**src/rtl/fifo_pkg.sv**
```systemverilog
// Shared constants and status encoding for the circular-queue FIFO controller.
package fifo_pkg;

  localparam int unsigned FIFO_ADDR_WIDTH = 3;

  typedef enum logic [1:0] {
    ST_EMPTY   = 2'd0,
    ST_PARTIAL = 2'd1,
    ST_FULL    = 2'd2
  } fifo_status_e;

endpackage

```
**src/rtl/fifo_ptr.sv**
```systemverilog
// Wrapping RAM address pointer; advances by one on each accepted request.
module fifo_ptr
  import fifo_pkg::*;
#(
  parameter int unsigned ADDR_WIDTH = FIFO_ADDR_WIDTH
) (
  input  logic                  clk,
  input  logic                  reset,
  input  logic                  adv,
  output logic [ADDR_WIDTH-1:0] ptr
);

  // Natural rollover gives the modulo-DEPTH wrap.
  always_ff @(posedge clk or posedge reset) begin
    if (reset) begin
      ptr <= '0;
    end else if (adv) begin
      ptr <= ptr + ADDR_WIDTH'(1);
    end
  end

endmodule

```
**src/rtl/fifo_control.sv**
```systemverilog
// Head/tail pointer and status controller for a FIFO built on an external dual-port RAM.
module fifo_control
  import fifo_pkg::*;
#(
  parameter int unsigned ADDR_WIDTH = FIFO_ADDR_WIDTH
) (
  input  logic                  clk,
  input  logic                  reset,
  input  logic                  wr,
  input  logic                  rd,
  output logic                  w_en,
  output logic [ADDR_WIDTH-1:0] w_addr,
  output logic [ADDR_WIDTH-1:0] r_addr,
  output logic                  empty,
  output logic                  full,
  output logic [ADDR_WIDTH:0]   count,
  output logic                  wr_drop,
  output logic                  rd_drop
);

  localparam int unsigned CW = ADDR_WIDTH + 1;
  localparam logic [ADDR_WIDTH:0] DEPTH = {1'b1, {ADDR_WIDTH{1'b0}}};

  fifo_status_e          st_q;
  fifo_status_e          st_d;
  logic [ADDR_WIDTH:0]   count_d;
  logic                  empty_d;
  logic                  full_d;
  logic                  wr_drop_d;
  logic                  rd_drop_d;
  logic                  rd_ok;
  logic                  wr_ok;

  // A write into a full FIFO is fine when a read frees a slot on the same edge.
  assign rd_ok = rd & ~empty;
  assign wr_ok = wr & (~full | rd_ok);
  assign w_en  = wr_ok & ~reset;

  fifo_ptr #(.ADDR_WIDTH(ADDR_WIDTH)) u_tail (
    .clk   (clk),
    .reset (reset),
    .adv   (wr_ok),
    .ptr   (w_addr)
  );

  fifo_ptr #(.ADDR_WIDTH(ADDR_WIDTH)) u_head (
    .clk   (clk),
    .reset (reset),
    .adv   (rd_ok),
    .ptr   (r_addr)
  );

  always_comb begin
    st_d      = st_q;
    count_d   = count + CW'(wr_ok) - CW'(rd_ok);
    wr_drop_d = wr & ~wr_ok;
    rd_drop_d = rd & ~rd_ok;

    case (st_q)
      ST_EMPTY: begin
        if (wr_ok) st_d = (count_d == DEPTH) ? ST_FULL : ST_PARTIAL;
      end
      ST_PARTIAL: begin
        if (count_d == '0)        st_d = ST_EMPTY;
        else if (count_d == DEPTH) st_d = ST_FULL;
      end
      ST_FULL: begin
        if (rd_ok && !wr_ok) st_d = (count_d == '0) ? ST_EMPTY : ST_PARTIAL;
      end
      default: st_d = ST_EMPTY;
    endcase

    empty_d = (st_d == ST_EMPTY);
    full_d  = (st_d == ST_FULL);
  end

  // Status, occupancy and drop pulses all move on the same edge as the pointers.
  always_ff @(posedge clk or posedge reset) begin
    if (reset) begin
      st_q    <= ST_EMPTY;
      count   <= '0;
      empty   <= 1'b1;
      full    <= 1'b0;
      wr_drop <= 1'b0;
      rd_drop <= 1'b0;
    end else begin
      st_q    <= st_d;
      count   <= count_d;
      empty   <= empty_d;
      full    <= full_d;
      wr_drop <= wr_drop_d;
      rd_drop <= rd_drop_d;
    end
  end

endmodule

```
**config.mk**
```make
export PLATFORM = sky130hd
export DESIGN_NAME = fifo_control
export DESIGN_NICKNAME = d
export VERILOG_FILES = /design/src/rtl/fifo_pkg.sv /design/src/rtl/fifo_ptr.sv /design/src/rtl/fifo_control.sv
export SDC_FILE = /design/constraint.sdc
export NUM_CORES = 1
export LEC_CHECK = 0
export CAP_MARGIN = 5
export CORE_MARGIN = 5
export CORE_UTILIZATION = 54
export CTS_BUF_LIST = sky130_fd_sc_hd__clkbuf_8
export CTS_CLUSTER_DIAMETER = 200
export DETAILED_ROUTE_END_ITERATION = 10
export PLACE_DENSITY = 0.86
export SYNTH_ARGS = -nofsm -noshare
export SYNTH_HDL_FRONTEND = slang
export SYNTH_SLANG_ARGS = --single-unit
```
**constraint.sdc**
```tcl
create_clock -name clk -period 8.2 [get_ports clk]
set_input_delay 2.46 -clock clk [delete_from_list [all_inputs] [get_ports clk]]
set_output_delay 2.46 -clock clk [all_outputs]
set_load 0.005 [all_outputs]
```
Yosys cells after proc, flatten, opt, wreduce, memory -nomap -nowiden
Cells that the tools add are included.
{ "word_totals": {"register_bits": 16, "inputBits": 4, "word_cells": 39} }
{ "op_classes": {"add_sub_neg": 4, "n_eq_ne": 4, "n_mux": 7, "bitwise_logic": 11, "n_reduce_logical": 5} }
{ "ops": {"columns": ["operator", "count"], "rows": [
  ["$mux 2", 5],
  ["$add 3x1->3 const B", 2],
  ["$pmux 2 s3", 1],
  ["$and 1x1->1", 5],
  ["$not 1->1", 5],
  ["$add 4x1->4", 1],
  ["$eq 2x2->1 const B", 2],
  ["$eq 4x4->1 const B", 1],
  ["$logic_not 2->1", 2],
  ["$logic_not 4->1", 1],
  ["$sub 4x1->4", 1],
  ["$eq 2x1->1 const B", 1],
  ["$logic_and 1x1->1", 1],
  ["$logic_not 1->1", 1],
  ["$mux 1", 1],
  ["$or 1x1->1", 1]
]} }

Depth between registers and ports, before layout
Gate-level depths: netlist (run 1).
{ "depth": {"ltp_word": 11, "depth_mapped": 12} }

Modules after synthesis
Synthesis (run 1) repeated with hierarchy kept, for this count alone.
{ "hier_totals": {"hier_cells": 70, "area_unflattened_um2": 828.3} }
{ "by_module_without_submodules": {"columns": ["module", "instances", "cells_each", "area_each_um2"], "rows": [
  ["fifo_control", 1, 52, 573.0],
  ["fifo_ptr", 2, 9, 127.6]
]} }

Worst setup path after synthesis (run 1)
No wires, ideal clock.
{ "synth_timing": {"path_type": "input -> output", "startpoint": "input port rd", "endpoint": "output port w_en", "arrival_time_ps": 2976, "required_time_ps": 5740, "path_slack_ps": 2764, "cell_stages": 4, "cell_sequence": "nand2b_4 > a21boi_2 > inv_1 > nor2_1"} }
{ "synth_between": {"elab_chain_len": 4} }
{ "synth_lines": {"columns": ["element", "line", "rtl"], "rows": [
  ["start: declaration", "fifo_control.sv:10", "input logic rd,"],
  ["$and 1x1->1", "fifo_control.sv:35", "assign rd_ok = rd & ~empty;"],
  ["$or 1x1->1", "fifo_control.sv:36", "assign wr_ok = wr & (~full | rd_ok);"],
  ["$and 1x1->1", "fifo_control.sv:36", null],
  ["$and 1x1->1", "fifo_control.sv:37", "assign w_en = wr_ok & ~reset;"],
  ["end: declaration", "fifo_control.sv:11", "output logic w_en,"]
]} }
Every way passes these cells.

Worst setup path in the final report (run 1)
Ends and elaborated chain as after synthesis.

==> results.json, run 1 <==
{
  "fin_crit_sh_pct": 80.2,
  "avgRoutedWirePerCell_um": 14.4,
  "yosysWarnings": 0,
  "cts_resized": 0,
  "antenna_found_initial": 0,
  "syn-num-nets": 83,
  "ios": 19,
  "slowest_stage": "clkdlybuf4s50_1",
  "grt_pass1_wl_um": 2630,
  "ys_async_sr_fraction_pct": 100,
  "final_cells": 108,
  "max_stage_delay_ns": 0.52,
  "cap_viol_max_count": 0,
  "cts_tree": "yes",
  "worst_ep_arrival_time_ns": 4.12,
  "drtPass1Iterations": 3,
  "numCtsBuffers": 3,
  "num-nets-final": 105,
  "finalSetupViolCount": 0,
  "fp.dieW_um": 48.2,
  "path_clk_slew_ns": 0.06,
  "maxSlewHeadroom_pct": 60.3,
  "wirelength_um": 1560,
  "synth_edf_count": 0,
  "start_util_pct": 59.2,
  "hp-class": "reg2reg",
  "yosysTopAreaCellShare_pct": 47.5,
  "cts_sinks": 16,
  "synth_cells": 72,
  "fmax_mhz": 152,
  "die_h_um": 48.2,
  "setup_tns_ns": 0,
  "dr.first_iter.drc_count": 15,
  "yosys.area.top_type": "dfrtp_1",
  "placementRows": 13,
  "synth_common_cells": "dfrtp_1, inv_1, nand2_1",
  "rsz0062_at_grt": "false",
  "dpl.hpwl_um": 1180,
  "clock_latency_ns": 0.25,
  "root_buffer": "clkbuf_8",
  "crit_top_cell": "clkdlybuf4s50_1",
  "globalplace.congestion": 0.806,
  "cts_buffer_depth": 2,
  "worst_pin_slew_ns": 0.595,
  "grt-ovfl-total": 0,
  "grt_pass1_vias": 590,
  "synth_cell_types": 24,
  "die-area_um2": 2330,
  "crit_chain": "clkdlybuf4s50_1 -> nand2b_4 -> a21boi_2 -> inv_1 -> nor2_1 -> clkdlybuf4s50_1",
  "critical_path_buf_inv_count": 3,
  "port_buffers": 18,
  "viasPerCell": 5.42,
  "placed_cells": 104,
  "layout-drive-gt1-share_pct": 9.68,
  "num_vias": 585,
  "p_per_area_nw_per_um2": 412,
  "antenna_cells": 0,
  "grt.total_usage_pct": 16.4,
  "cp_max_fo": 6,
  "period_minus_slack_ns": 6.58,
  "worstSetupPathType": "in2out",
  "cp.required_ns": 5.74,
  "netlist_top_cells_area": "dfrtp_1, ha_1, xnor2_1",
  "syn_to_final_growth_pct": 30.4,
  "synth-seq-cells": 16,
  "drc": 0,
  "worst_setup_path_start_kind": "primary input",
  "status": "finished, final reports clean",
  "ant_nets": 0,
  "cp_top_family": "buffers and inverters",
  "cellLeakagePower_nw": 0.479,
  "final_core_util_pct": 77.2,
  "synth_most_common_cell": "dfrtp_1",
  "grt_max_degree": 17,
  "slew_violations": 0,
  "post-cts-setup-buffer-count": 0,
  "cts_hold_buf": 0,
  "core-area_um2": 1330,
  "fin_skew_ns": 0.00640,
  "synth_ff_type": "dfrtp_1",
  "avgSynthCellArea_um2": 11.0,
  "ys_seq_area_share_pct": 50.9,
  "irDropWorstVdd_mv": 0.253,
  "cts.htree.levels": 1,
  "final_hold_viol_count": 0,
  "end_kind": "output pin",
  "netlist_area_um2": 790
}
## cells in the final DEF, fill, tap and decap left out, types with 2 or more instances in the layout
| master | n |
|---|---|
| nor2_1 | 2 |
| dfrtp_1 | 15 |
| nand2_1 | 9 |
| clkdlybuf4s50_1 | 18 |
| nand3_1 | 3 |
| inv_1 | 11 |
| clkbuf_8 | 3 |
| xnor2_1 | 5 |
| a21oi_1 | 4 |
| a22o_1 | 2 |
| and2_1 | 2 |
| ha_1 | 6 |
## path summary, 6_finish.rpt
path / startpoint / to / slack, ns / depth (start not counted)
max: rd / w_en / 1.62 / 6
min: u_head.ptr[2] / u_head.ptr[2] / 0.47 / 1
max reg2reg: empty / st_q[1] / 5.15 / 12
min reg2reg: u_head.ptr[2] / u_head.ptr[2] / 0.47 / 1
max in group asynchronous: reset / u_tail.ptr[1] / 5.20 / 2
min in group asynchronous: reset / count[2] / 2.61 / 2
## power breakdown
part / internal [mW] / switching (mW)
combinational: 0.121 / 0.101
clock: 0.0331 / 0.0254
sequential: 0.116 / 0.0277
## per-layer routing
| metal | wire length, um | up-vias | share of wire (%) | GRT usage (%) |
|---|---|---|---|---|
| li1 | - | 277 | - | - |
| met1 | 680 | 290 | 44 | 21.0 |
| met2 | 769 | 14 | 49 | 27.1 |
| met3 | 87 | 4 | 5.6 | 3.32 |
| met4 | 22 | 0 | 1.4 | 6.45 |
| met5 | 0 | - | 0 | 0 |
## stage by stage
step / worst slack, ns / hold WS, ns / power, mW / area (um^2)
after floorplan: 2.76 / 0.468 / 0.278 / 790
after global placement: 1.69 / 0.460 / 0.357 / 985
after detailed placement: 1.64 / 0.461 / 0.366 / 985
after CTS: 1.60 / 0.474 / 0.427 / 1030
after global routing: 1.53 / 0.500 / 0.464 / 1030
final: 1.62 / 0.469 / 0.424 / 1030
## cell type report
cell class              instances  area (um^2)
multi-input cells              44          342
repair buffers                 18          180
clock buffers                   3         41.3
inverters                      11         42.5
well taps                      15         18.8
fillers                        93          304
clock inverters                 1         3.75
flip-flops and latches         16          402
## registers in the layout (all words and copies together), names as in the netlist
signal      flops
empty           1
full            1
st_q            2
u_tail.ptr      3
count           4
u_head.ptr      3
wr_drop         1
rd_drop         1
## cell families after synthesis
logic type                 after synthesis  share of synthesized area [%]
AOI/OAI and AO/OA                       12                           11.9
xor gates and xnor gates                 6                           6.66
adders and majority gates                7                           12.0
buffers and inverters                   12                           5.86
DFF                                     16                           50.9
and+or+nand+nor                         19                           12.7
Note: power is estimated with default switching activity, not from simulation.
==> run 2, diff against run 1 <==
--- a/config.mk
+++ b/config.mk
@@ -7,11 +7,11 @@
 export LEC_CHECK = 0
 export CAP_MARGIN = 5
 export CORE_MARGIN = 5
-export CORE_UTILIZATION = 54
+export CORE_UTILIZATION = 50
 export CTS_BUF_LIST = sky130_fd_sc_hd__clkbuf_8
 export CTS_CLUSTER_DIAMETER = 200
 export DETAILED_ROUTE_END_ITERATION = 10
-export PLACE_DENSITY = 0.86
+export PLACE_DENSITY = 0.8
 export SYNTH_ARGS = -nofsm -noshare
 export SYNTH_HDL_FRONTEND = slang
 export SYNTH_SLANG_ARGS = --single-unit
==> constraint.sdc (replaced) <==
create_clock -name clk -period 6.8 [get_ports clk]
set_input_delay 2.04 -clock clk [delete_from_list [all_inputs] [get_ports clk]]
set_output_delay 2.04 -clock clk [all_outputs]
set_load 0.005 [all_outputs]
==> results.json, run 2 (same netlist as run 1, synthesis figures left out) <==
{
  "status": "finished, final reports clean",
  "worstHoldPathCells": 1,
  "hp-class": "reg2reg",
  "antenna_cells": 0,
  "grt_pass1_wl_um": 2650,
  "p_per_area_nw_per_um2": 491,
  "placementRows": 14,
  "antenna_found_initial": 0,
  "grt_max_degree": 17,
  "maxSlewHeadroom_pct": 60.9,
  "cellLeakagePower_nw": 0.479,
  "worst_pin_slew_ns": 0.586,
  "max_stage_delay_ns": 0.52,
  "reg2reg_depth": 12,
  "period_minus_slack_ns": 5.72,
  "worstSetupPathType": "in2out",
  "cts.htree.levels": 1,
  "regMostFlops": "count",
  "cts_buffer_depth": 2,
  "slowest_stage": "clkdlybuf4s50_1",
  "whs_ns": 0.467,
  "cts_resized": 0,
  "path_clk_slew_ns": 0.06,
  "avgRoutedWirePerCell_um": 13.2,
  "fin_skew_ns": 0.00159,
  "numCtsBuffers": 3,
  "cts_sinks": 16,
  "start_util_pct": 52.4,
  "final_cells": 109,
  "worst_setup_path_start_kind": "primary input",
  "final_common_cell": "clkdlybuf4s50_1",
  "rsz0062_at_grt": "false",
  "globalplace.congestion": 0.767,
  "largest_reg_flops": 4,
  "cp.required_ns": 4.76,
  "die-area_um2": 2470,
  "dpl.hpwl_um": 1110,
  "cts_tree": "yes",
  "top_regs": "count (4), u_head.ptr (3), u_tail.ptr (3)",
  "cp_max_fo": 6,
  "finalSetupViolCount": 0,
  "drc": 0,
  "final_hold_viol_count": 0,
  "grt_pass1_vias": 601,
  "port_buffers": 18,
  "worst_ep_arrival_time_ns": 3.68,
  "end_kind": "output pin",
  "post-cts-setup-buffer-count": 0,
  "syn_to_final_growth_pct": 30.6,
  "num_vias": 569,
  "cap_viol_max_count": 0,
  "num-nets-final": 105,
  "drtPass1Iterations": 4,
  "wirelength_um": 1440,
  "dr.first_iter.drc_count": 16,
  "layout-drive-gt1-share_pct": 9.68,
  "root_buffer": "clkbuf_8",
  "grt-ovfl-total": 0,
  "crit_chain": "clkdlybuf4s50_1 -> nand2b_4 -> a21boi_2 -> inv_1 -> nor2_1 -> clkdlybuf4s50_1",
  "clock_latency_ns": 0.24,
  "setup_tns_ns": 0,
  "irDropWorstVdd_mv": 0.294,
  "slew_violations": 0,
  "fmax_mhz": 175,
  "die_h_um": 49.7,
  "final_cell_mix": "clkdlybuf4s50_1, dfrtp_1, inv_1",
  "ant_nets": 0,
  "viasPerCell": 5.22,
  "grt.total_usage_pct": 13.8,
  "placed_cells": 105,
  "core-area_um2": 1510,
  "ios": 19,
  "fp.dieW_um": 49.7,
  "cts_hold_buf": 0,
  "fin_crit_sh_pct": 84.2,
  "crit_top_cell": "clkdlybuf4s50_1"
}
## run 2: cell counts in the layout (fill, tap and decap cells not counted)
Identical to the previous run, type by type.
## run 2: worst paths after layout
kind / from / to / slack, ns
worst max register to register: empty / st_q[1] / 3.74
worst min-delay path: u_tail.ptr[2] / u_tail.ptr[2] / 0.47
worst max-delay path: rd / w_en / 1.08
max in group asynchronous: reset / u_tail.ptr[2] / 4.23
worst min register to register: u_tail.ptr[2] / u_tail.ptr[2] / 0.47
min in group asynchronous: reset / count[2] / 2.19
## run 2: metrics by stage
step	setup slack [ns]	instance area, um^2	total power, mW	utilization (%)
3_5_place_dp	1.06	986	0.440	65.4
5_1_grt	0.990	1030	0.557	68.4
2_1_floorplan	2.20	790	0.335	-
3_3_place_gp	1.12	986	0.430	65.4
6_report	1.08	1030	0.506	68.4
4_1_cts	1.06	1030	0.514	68.4
## run 2: power breakdown
group / switching [mW] / total [mW] / internal (mW)
registers: 0.0324 / 0.172 / 0.140
clock network: 0.0304 / 0.0703 / 0.0399
logic: 0.118 / 0.264 / 0.145
total: 0.181 / 0.506 / 0.325
## run 2: layout make-up
class                           instances  area [um^2]
Fill cell                             119          475
Sequential cell                        16          402
Multi-Input combinational cell         44          342
Timing Repair Buffer                   18          180
Inverter                               11         42.5
Clock buffer                            3         41.3
Tap cell                               16         20.0
Clock inverter                          1         3.75
## run 2: worst max-delay path: cells and delay by family
kind / cells / cell delay [ns]
AOI/OAI and AO/OA: 1 / 0.25
buffers and inverters: 3 / 1.20
and+or+nand+nor: 2 / 0.19
## run 2: routing by layer
layer  share of wire [%]  wire (um)  track usage, %  up-vias
met5                   0          0               0        -
met3                 5.8         83            3.92        4
li1                    -          -               -      279
met2                  48        694            22.2       13
met1                  44        633            16.9      273
met4                 2.1         31            6.55        0
